`src/rtl/tbus_arbiter.sv`:
```
// ----------------------------------------------------------------------------
// tbus_arbiter
// Two-master (icache, dcache) to one-slave (DDR) arbiter on the trinity bus.
// One transaction is outstanding at a time, and contention is resolved
// round-robin. The request payload is registered at grant and replayed to
// DDR. Read data and a one-cycle done pulse go back to the owning master only.
//
// Ports
//   clock, reset_n                  clock, asynchronous active-low reset
//   icache2arb_tbus_*               icache request / response channel
//   dcache2arb_tbus_*               dcache request / response channel
//   arb2ddr_tbus_*                  DDR request / response channel
//   arb_timeout_err                 sticky watchdog error
//
// Build option
//   TBUS_ARB_TIMEOUT_EN  enables the REQ/WAIT watchdog. The limit is
//                        TIMEOUT_CYCLES. When the macro is undefined,
//                        arb_timeout_err is tied low.
//
// state  | meaning
// -------+------------------------------------------------------------
// IDLE   | no owner; grant a requester, ready is high combinationally
// REQ    | arb2ddr valid high with latched payload, waiting for DDR ready
// WAIT   | DDR accepted, waiting for DDR done
// RESP   | owner's done pulse, read data already captured
// ----------------------------------------------------------------------------
module tbus_arbiter #(
   parameter int ADDR_WIDTH     = 64,
   parameter int DATA_WIDTH     = 64,
   parameter int OP_WIDTH       = 2,
   parameter int TIMEOUT_CYCLES = 1024
) (
   input  logic                  clock,
   input  logic                  reset_n,

   input  logic                  icache2arb_tbus_index_valid,
   output logic                  icache2arb_tbus_index_ready,
   input  logic [ADDR_WIDTH-1:0] icache2arb_tbus_index,
   input  logic [DATA_WIDTH-1:0] icache2arb_tbus_write_data,
   input  logic [DATA_WIDTH-1:0] icache2arb_tbus_write_mask,
   input  logic [OP_WIDTH-1:0]   icache2arb_tbus_operation_type,
   output logic [DATA_WIDTH-1:0] icache2arb_tbus_read_data,
   output logic                  icache2arb_tbus_operation_done,

   input  logic                  dcache2arb_tbus_index_valid,
   output logic                  dcache2arb_tbus_index_ready,
   input  logic [ADDR_WIDTH-1:0] dcache2arb_tbus_index,
   input  logic [DATA_WIDTH-1:0] dcache2arb_tbus_write_data,
   input  logic [DATA_WIDTH-1:0] dcache2arb_tbus_write_mask,
   input  logic [OP_WIDTH-1:0]   dcache2arb_tbus_operation_type,
   output logic [DATA_WIDTH-1:0] dcache2arb_tbus_read_data,
   output logic                  dcache2arb_tbus_operation_done,

   output logic                  arb2ddr_tbus_index_valid,
   input  logic                  arb2ddr_tbus_index_ready,
   output logic [ADDR_WIDTH-1:0] arb2ddr_tbus_index,
   output logic [DATA_WIDTH-1:0] arb2ddr_tbus_write_data,
   output logic [DATA_WIDTH-1:0] arb2ddr_tbus_write_mask,
   output logic [OP_WIDTH-1:0]   arb2ddr_tbus_operation_type,
   input  logic [DATA_WIDTH-1:0] arb2ddr_tbus_read_data,
   input  logic                  arb2ddr_tbus_operation_done,

   output logic                  arb_timeout_err
);

   typedef enum logic [1:0] {S_IDLE, S_REQ, S_WAIT, S_RESP} state_t;

   state_t                state, state_nxt;
   logic                  owner_d;        // 1: dcache owns the transaction
   logic                  last_grant_d;   // 1: dcache was granted last
   logic                  grant_i, grant_d;
   logic                  rd_capture, rd_timeout;
   logic                  to_hit;
   logic [DATA_WIDTH-1:0] rd_val;

   always_comb begin
      state_nxt  = state;
      grant_i    = 1'b0;
      grant_d    = 1'b0;
      rd_capture = 1'b0;
      rd_timeout = 1'b0;
      case (state)
         S_IDLE: begin
            // Gate on reset_n so ready stays low while reset is asserted.
            if (reset_n) begin
               if (icache2arb_tbus_index_valid &&
                   (!dcache2arb_tbus_index_valid || last_grant_d))
                  grant_i = 1'b1;
               else if (dcache2arb_tbus_index_valid)
                  grant_d = 1'b1;
               if (grant_i || grant_d)
                  state_nxt = S_REQ;
            end
         end
         S_REQ: begin
            // A done without ready is not a completion of our request.
            if (arb2ddr_tbus_index_ready && arb2ddr_tbus_operation_done) begin
               rd_capture = 1'b1;
               state_nxt  = S_RESP;
            end else if (to_hit) begin
               rd_timeout = 1'b1;
               state_nxt  = S_RESP;
            end else if (arb2ddr_tbus_index_ready) begin
               state_nxt  = S_WAIT;
            end
         end
         S_WAIT: begin
            if (arb2ddr_tbus_operation_done) begin
               rd_capture = 1'b1;
               state_nxt  = S_RESP;
            end else if (to_hit) begin
               rd_timeout = 1'b1;
               state_nxt  = S_RESP;
            end
         end
         S_RESP:  state_nxt = S_IDLE;
         default: state_nxt = S_IDLE;
      endcase
   end

   assign rd_val = rd_timeout ? '1 : arb2ddr_tbus_read_data;

   assign icache2arb_tbus_index_ready    = grant_i;
   assign dcache2arb_tbus_index_ready    = grant_d;
   assign icache2arb_tbus_operation_done = (state == S_RESP) && !owner_d;
   assign dcache2arb_tbus_operation_done = (state == S_RESP) &&  owner_d;
   assign arb2ddr_tbus_index_valid       = (state == S_REQ);

   always_ff @(posedge clock or negedge reset_n) begin
      if (!reset_n) begin
         state                       <= S_IDLE;
         owner_d                     <= 1'b0;
         last_grant_d                <= 1'b1;
         arb2ddr_tbus_index          <= '0;
         arb2ddr_tbus_write_data     <= '0;
         arb2ddr_tbus_write_mask     <= '0;
         arb2ddr_tbus_operation_type <= '0;
         icache2arb_tbus_read_data   <= '0;
         dcache2arb_tbus_read_data   <= '0;
      end else begin
         state <= state_nxt;
         if (grant_i) begin
            arb2ddr_tbus_index          <= icache2arb_tbus_index;
            arb2ddr_tbus_write_data     <= icache2arb_tbus_write_data;
            arb2ddr_tbus_write_mask     <= icache2arb_tbus_write_mask;
            arb2ddr_tbus_operation_type <= icache2arb_tbus_operation_type;
            owner_d                     <= 1'b0;
            last_grant_d                <= 1'b0;
         end else if (grant_d) begin
            arb2ddr_tbus_index          <= dcache2arb_tbus_index;
            arb2ddr_tbus_write_data     <= dcache2arb_tbus_write_data;
            arb2ddr_tbus_write_mask     <= dcache2arb_tbus_write_mask;
            arb2ddr_tbus_operation_type <= dcache2arb_tbus_operation_type;
            owner_d                     <= 1'b1;
            last_grant_d                <= 1'b1;
         end
         if (rd_capture || rd_timeout) begin
            if (owner_d) dcache2arb_tbus_read_data <= rd_val;
            else         icache2arb_tbus_read_data <= rd_val;
         end
      end
   end

`ifdef TBUS_ARB_TIMEOUT_EN
   localparam int CW = (TIMEOUT_CYCLES > 1) ? $clog2(TIMEOUT_CYCLES) : 1;
   localparam logic [CW-1:0] TO_LAST = CW'(TIMEOUT_CYCLES - 1);

   // Down-counter: reloaded while idle, terminal count after
   // TIMEOUT_CYCLES cycles spent in REQ/WAIT.
   logic [CW-1:0] to_cnt;

   always_ff @(posedge clock or negedge reset_n) begin
      if (!reset_n)
         to_cnt <= '0;
      else if (state == S_IDLE)
         to_cnt <= TO_LAST;
      else if (((state == S_REQ) || (state == S_WAIT)) && (to_cnt != '0))
         to_cnt <= to_cnt - 1'b1;
   end

   assign to_hit = ((state == S_REQ) || (state == S_WAIT)) && (to_cnt == '0);

   always_ff @(posedge clock or negedge reset_n) begin
      if (!reset_n)
         arb_timeout_err <= 1'b0;
      else if (rd_timeout)
         arb_timeout_err <= 1'b1;
   end
`else
   assign to_hit          = 1'b0;
   assign arb_timeout_err = 1'b0;
`endif

endmodule

```
`config.mk`:
```
export PLATFORM = sky130hd
export DESIGN_NAME = tbus_arbiter
export DESIGN_NICKNAME = d
export VERILOG_FILES = /design/src/rtl/tbus_arbiter.sv
export SDC_FILE = /design/constraint.sdc
export NUM_CORES = 1
export LEC_CHECK = 0
export BUFFER_PORTS_ARGS = -buffer_cell sky130_fd_sc_hd__buf_2
export CAP_MARGIN = 20
export CELL_PAD_IN_SITES_DETAIL_PLACEMENT = 0
export CELL_PAD_IN_SITES_GLOBAL_PLACEMENT = 1
export CORE_AREA = 2 2 309 311
export DETAILED_ROUTE_END_ITERATION = 8
export DIE_AREA = 0 0 311 313
export PLACE_DENSITY = 0.55
export SETUP_SLACK_MARGIN = 0.3
export SYNTH_ARGS = -nofsm -noshare
export SYNTH_HDL_FRONTEND = slang
export SYNTH_SLANG_ARGS = --single-unit
export TNS_END_PERCENT = 5
```
`constraint.sdc`:
```
create_clock -name clock -period 2.6 [get_ports clock]
set_clock_uncertainty 0.1 [all_clocks]
set_input_delay 0.52 -clock clock [delete_from_list [all_inputs] [get_ports clock]]
set_output_delay 0.52 -clock clock [all_outputs]
set_load 0.01 [all_outputs]
```
==> run summary, run 1 <==
Run status = finished, violations left
Failing checks = negative hold slack
EDFF count, synth = 0
CP Max Fanout = 3
Die H = 313 um
Post-synth cell types = 31
Flop pwr share = 36.3%
Mux contribution to synthesized area = 9.41%
Clock Tree Buf Depth = 3
Per-cell routed wire length = 21.0 um
Hold crit path type = primary input to asynchronous set/reset pin
Fraction of the mapped netlist area in adder cells = 0.402%
Ports = 786
WHS = -0.0333 ns
Final Setup Violations = 0
Drt initial violations = 920
Post-route DRC = 0
Least-Margin Pin Slew = 0.929 ns
Crit-path cells = inv_2 -> ha_4 -> and2_4 -> buf_16 -> nand3_4 -> inv_2 -> buf_6
Synth top area cells = dfrtp_1 52%, a221o_1 12%, and4_1 11%
Final GP Congestion = 0.894
Max Slew Vio Count = 0
CP endpoint kind = output port
Mapped Cells = 1214
Total gr overflow = 0
Largest family of logic cells by synthesized area = simple AND/OR/NAND/NOR gates
Sum Neg Setup Slack = 0 ns
Max frequency = 418 MHz
Synthesized flop and latch total = 326
Req. time, crit path = 1.98 ns
Clock power share = 23.1%
CP dominant cell by count = inv_2
Sw Share = 36.5%
Chip Width = 311 um
Final worst path period share = 92.0%
Avg Synthesized Cell Area = 12.8 um^2
Drt total wl = 68.2 mm
Total Routing Usage GR = 13.3%
Total Power = 25.4 mW
WL met1 = 28.1 mm
Die area = 0.0973 mm^2
Placed wire-length estimate = 48.3 mm
Synth Net Count = 1677
Slowest Stage Delay on Critical Path = 0.39 ns
CTS clk-pin slew, worst paths = 0.06 ns
Commonest non-fill, non-tap cells in the layout = 780 x buf_2, 325 x dfrtp_1, 193 x and4_1, 193 x a221o_1, 189 x and2_1
Area Overhead vs Synth = 43.5%
Fin. Hold Viols = 13
NetSw = 9.29 mW
Post-synth top area share = 52.3%
Relative slew slack = 38.1%
RR Endpoint = arb2ddr_tbus_write_data[42]
Unrepaired setup endpoints after global routing = yes
Fraction of synthesized cell area in xor and xnor cells = 0%
Simple-Gate Fraction of Synth Area = 19.3%
Power per Cell Area = 1140 mW/mm^2
Placed Instances = 3149
Worst path bufs/invs = 4
Post-layout util = 23.7%
Clk sinks = 326
Uppermost layer routed = met5
Via density = 4.24
CTS Buf Count = 40
Critical path type = flop to output port
Yosys warns = 0
IO buf count = 784
Worst vdd ir = 0.339 mV
Leak = 10.7 nW
Combinational share of power = 40.7%
Top_reg_cell synth = dfrtp_1
P_int = 16.1 mW
Critical-path top delay cell = dfrtp_1
Met3 wire len = 4.33 mm
Worst path arrival time = 1.77 ns
Vias in the first global route = 14498
H-tree depth = 2
Top delay family on crit path = flip-flops
Worst setup SP type = flop
Layout cells sized above 1 = 51.3%
Most common cell after layout, fill and taps aside = buf_2
Area leader, netlist = dfrtp_1
Met2 WL post-DR = 33.6 mm
First-pass GRT wire length = 98.4 mm
Async SR Flop Fraction = 100%
DR pass1 iterations = 5
Final Instance Count excl. Fillers = 3243
Post-synthesis sequential area ratio = 52.5%
Synth Area in Compound Gates = 12.9%
Root Driver = clkbuf_16
Worst skew pair latency = 0.57 ns
Largest net degree at the start of global routing = 125
Rows = 113
Final min period = 2.39 ns
Initial antenna violation count = 13
R2R Setup Slk = 0.27 ns
Reg2reg start = state[0]
Post-Syn Area = 0.0155 mm^2
Via count = 13743
Core Region = 0.0942 mm^2
R2R depth = 7
Final ANT Viol Nets = 0
Max cap viols = 0
Starting Density = 16.5%
CTS tree = yes
Final #Nets = 2405
==> worst max-delay path by stage <==
stage	from	end	cells after the start
6_report	state[0]	dcache2arb_tbus_index_ready	7
5_1_grt	state[0]	dcache2arb_tbus_index_ready	7
4_1_cts	state[1]	dcache2arb_tbus_index_ready	7
3_5_place_dp	state[1]	dcache2arb_tbus_index_ready	7
3_3_place_gp	state[0]	dcache2arb_tbus_index_ready	7
2_1_floorplan	state[0]	dcache2arb_tbus_index_ready	7
==> routing by layer <==
layer	vias to the layer above	track usage, %
met4	8	5.03
met5	-	0
met3	107	3.28
met2	556	22.3
met1	6905	16.3
li1	6167	-
==> power by group through the flow <==
stage                     Sequential [mW]  Clock (mW)  Combinational, mW
after floorplan                      10.1           0               4.34
after CTS                            9.22        6.09               10.5
after detailed placement             9.23           0               10.3
final                                9.22        5.86               10.3
after global routing                 9.53        6.27               11.1
after global placement               9.24           0               10.1
==> cell type report <==
cell class,count,area (um^2)
antenna,6,15.0
clock buffer,56,1150
clock inverter,16,213
fill,10254,71900
inverter,6,25.0
multi-input combinational,739,6580
sequential,326,8160
tap,1265,1580
timing repair buffer,829,4580
==> stage by stage <==
| step | setup WS, ns | hold slack [ns] | area (um^2) |
|---|---|---|---|
| floorplan | 0.541 | 0.124 | 15500 |
| global placement | 0.215 | 0.268 | 20700 |
| detailed placement | 0.204 | 0.266 | 20700 |
| CTS | 0.166 | 0.0207 | 22200 |
| global route | 0.119 | 0.000676 | 22300 |
| finish | 0.209 | -0.0333 | 22300 |
==> cell usage after synthesis (all sizes together), types with 2 or more instances <==
cell    instances
and4          193
buf            70
nand2           8
and2          195
nand3           2
o211ai          2
dfrtp         325
ha              5
mux2          129
inv             6
a221o         193
clkbuf         73
==> flip-flops by register name, summed over array words and instances, names as in the netlist <==
name	flops
arb2ddr_tbus_index	64
arb2ddr_tbus_write_data	64
arb2ddr_tbus_write_mask	64
dcache2arb_tbus_read_data	64
icache2arb_tbus_read_data	64
arb2ddr_tbus_operation_type	2
state	2
last_grant_d	1
owner_d	1
==> cells by family after synthesis <==
group | after synthesis
simple gates | 403
flops | 326
compound gates | 200
buf+inv | 149
mux | 130
fa+ha+maj | 5
other cells | 1
==> timing repair <==
item	4_1_cts	5_1_grt
resized for setup	13	1
hold buffers	1	0
gates cloned	2	1
hold endpoints to repair	5	0
pin swaps	3	2
setup endpoints to repair	133	128
setup buffers	10	2
Note: power is estimated with default switching activity, not from simulation.
==> run 2, diff against run 1 <==
SETUP_SLACK_MARGIN = not set   (was 0.3)
==> run 2 against run 1 <==
  * Final area decreased by 0.37%
  * Non-clock buffer count decreased by 5
  * Die area unchanged
  * Utilization decreased by 0.088 points
  * Setup slack got worse by 0.11 ns
  * Sequential share of layout area increased by 0.14 points
  * Flip-flop and latch count unchanged
  * Critical path depth unchanged
  * First-iteration DRC count increased by 2.0%
  * Via count decreased by 0.22%
  * The run still ends with negative hold slack left
==> run summary, run 2 (synthesis gave the netlist of run 1 again) <==
Setup WS pre-CTS = 0.204 ns (unchanged)
Max Slew Vio Count = 0 (unchanged)
Worst path arrival time = 1.88 ns (+0.11 ns)
Die H = 313 um (unchanged)
Sum Neg Setup Slack = 0 ns (unchanged)
Worst path bufs/invs = 4 (unchanged)
IO buf count = 784 (unchanged)
Sw Share = 36.5% (about the same)
Starting Density = 16.5% (unchanged)
Fin. Hold Viols = 26 (+13)
Power per Cell Area = 1140 mW/mm^2 (+0.18%)
Run status = finished, violations left
WHS = -0.0569 ns (-0.0236 ns)
Drt total wl = 68.0 mm (-0.35%)
Slowest Stage Delay on Critical Path = 0.39 ns (about the same)
Most common cell after layout, fill and taps aside = buf_2
Critical path type = flop to output port
Final Setup Violations = 0 (unchanged)
Hold crit path type = primary input to asynchronous set/reset pin
First-pass GRT wire length = 98.1 mm (-0.28%)
H-tree depth = 2 (unchanged)
Total gr overflow = 0 (unchanged)
Top delay family on crit path = buffers and inverters
Clock power share = 23.1% (about the same)
Final #Nets = 2400 (-0.21%)
Crit-path cells = inv_2 -> ha_4 -> and2_4 -> buf_16 -> nand3_2 -> inv_1 -> buf_6
Chip Width = 311 um (unchanged)
Relative slew slack = 36.0% (-2.1 points)
Ports = 786 (unchanged)
Multi-input logic area = 0.00657 mm^2 (-0.11%)
Rows = 113 (unchanged)
Layout cells sized above 1 = 51.1% (-0.17 points)
Total Power = 25.4 mW (-0.19%)
Combinational share of power = 40.5% (-0.2 points)
Via density = 4.24 (about the same)
CP endpoint kind = output port
Final ANT Viol Nets = 0 (unchanged)
DR pass1 iterations = 5 (unchanged)
Final min period = 2.50 ns (+0.106 ns)
CTS clk-pin slew, worst paths = 0.06 ns (about the same)
Post-route DRC = 0 (unchanged)
Worst skew pair latency = 0.58 ns (about the same)
Critical-path top delay cell = dfrtp_1
P_int = 16.1 mW (-0.22%)
R2R Setup Slk = 0.30 ns (+0.03 ns)
Worst vdd ir = 0.340 mV (+0.18%)
Final Instance Count excl. Fillers = 3238 (-0.15%)
Placed Instances = 3149 (unchanged)
Die area = 0.0973 mm^2 (unchanged)
Per-cell routed wire length = 21.0 um (-0.19%)
Drt initial violations = 938 (+2.0%)
Area Overhead vs Synth = 42.9%
Max cap viols = 0 (unchanged)
Sequential cell area = 0.00816 mm^2 (unchanged)
Post-layout util = 23.6% (-0.088 points)
Req. time, crit path = 1.98 ns (about the same)
Initial antenna violation count = 12 (-1)
Via count = 13713 (-0.22%)
Failing checks = negative hold slack
Dpl cell area = 0.0207 mm^2 (unchanged)
Max frequency = 401 MHz (-4.2%)
Clock Tree Buf Depth = 3 (unchanged)
Largest net degree at the start of global routing = 125 (unchanged)
Fill cells = 10260 (+0.059%)
Commonest non-fill, non-tap cells in the layout = 781 x buf_2, 325 x dfrtp_1, 193 x and4_1, 193 x a221o_1, 189 x and2_1
Unrepaired setup endpoints after global routing = no
Final Worst Setup Slack = 0.103 ns (-0.106 ns)
Total Routing Usage GR = 13.2% (-0.030 points)
CP Max Fanout = 4 (+1)
Final GP Congestion = 0.894 (unchanged)
Clk sinks = 326 (unchanged)
Worst setup SP type = flop
Leak = 10.7 nW (-0.30%)
Flop pwr share = 36.3% (about the same)
Placed wire-length estimate = 48.3 mm (unchanged)
Root Driver = clkbuf_16
Final worst path period share = 96.0% (+4.1 points)
CTS Buf Count = 40 (unchanged)
Least-Margin Pin Slew = 0.960 ns (+0.0313 ns)
CTS tree = yes
Core Region = 0.0942 mm^2 (unchanged)
Vias in the first global route = 14449 (-0.34%)
NetSw = 9.27 mW (-0.14%)
Final instance area = 0.0222 mm^2 (-0.37%)
## run 2: cell types whose count changed in the layout (fill, tap and decap cells not counted), sizes merged
cell / before / now
buf: 825 / 821
clkbuf: 57 / 56
## run 2: power groups by stage
stage          combinational [mW]  clock, mW  sequential (mW)
3_5_place_dp                 10.3          0             9.23
3_3_place_gp                 10.1          0             9.24
2_1_floorplan                4.34          0             10.1
4_1_cts                      10.4       6.09             9.23
5_1_grt                      11.0       6.27             9.53
6_report                     10.3       5.87             9.22
## run 2: cell type report
class                           instances  area share, %
Sequential cell                       326           36.7
Inverter                                6          0.101
Clock buffer                           56           5.18
Tap cell                             1265           7.12
Antenna cell                            6         0.0676
Multi-Input combinational cell        739           29.6
Timing Repair Buffer                  824           20.3
Clock inverter                         16          0.957
## run 2: final timing paths
check                                               from                            end  depth (start not counted)
max                                             state[0]    dcache2arb_tbus_index_ready                          7
min                                              reset_n                       state[0]                          2
max reg2reg                                     state[0]  dcache2arb_tbus_read_data[58]                          7
min reg2reg                icache2arb_tbus_read_data[36]  icache2arb_tbus_read_data[36]                          1
max in group asynchronous                        reset_n                   last_grant_d                          2
min in group clock            arb2ddr_tbus_read_data[34]  icache2arb_tbus_read_data[34]                          2
## run 2: layer usage
layer | share of wire (%) | vias to the layer above | global-route usage [%] | wire (um)
li1 | - | 6156 | - | -
met1 | 41 | 6906 | 16.3 | 28000
met2 | 49 | 541 | 22.2 | 33400
met3 | 6.4 | 102 | 3.29 | 4330
met4 | 3.2 | 8 | 5.12 | 2180
met5 | 0.075 | - | 0 | 51
## run 2: timing repair
item                                    in CTS  in global routing
setup buffers                                4                  4
gates cloned                                 2                  0
pin swaps                                    1                  1
resized for setup                            8                  0
hold buffers                                 1                  0
endpoints found under the hold margin        5                  0
endpoints found under the setup margin       2                  2
## run 2: worst register-to-register path: stages (launching register included)
cell and delay, ns:
dfrtp_1 0.39, inv_2 0.10, buf_4 0.13, ha_1 0.20, a21oi_1 0.11, nor3b_2 0.37, buf_4 0.38, mux2_2 0.40
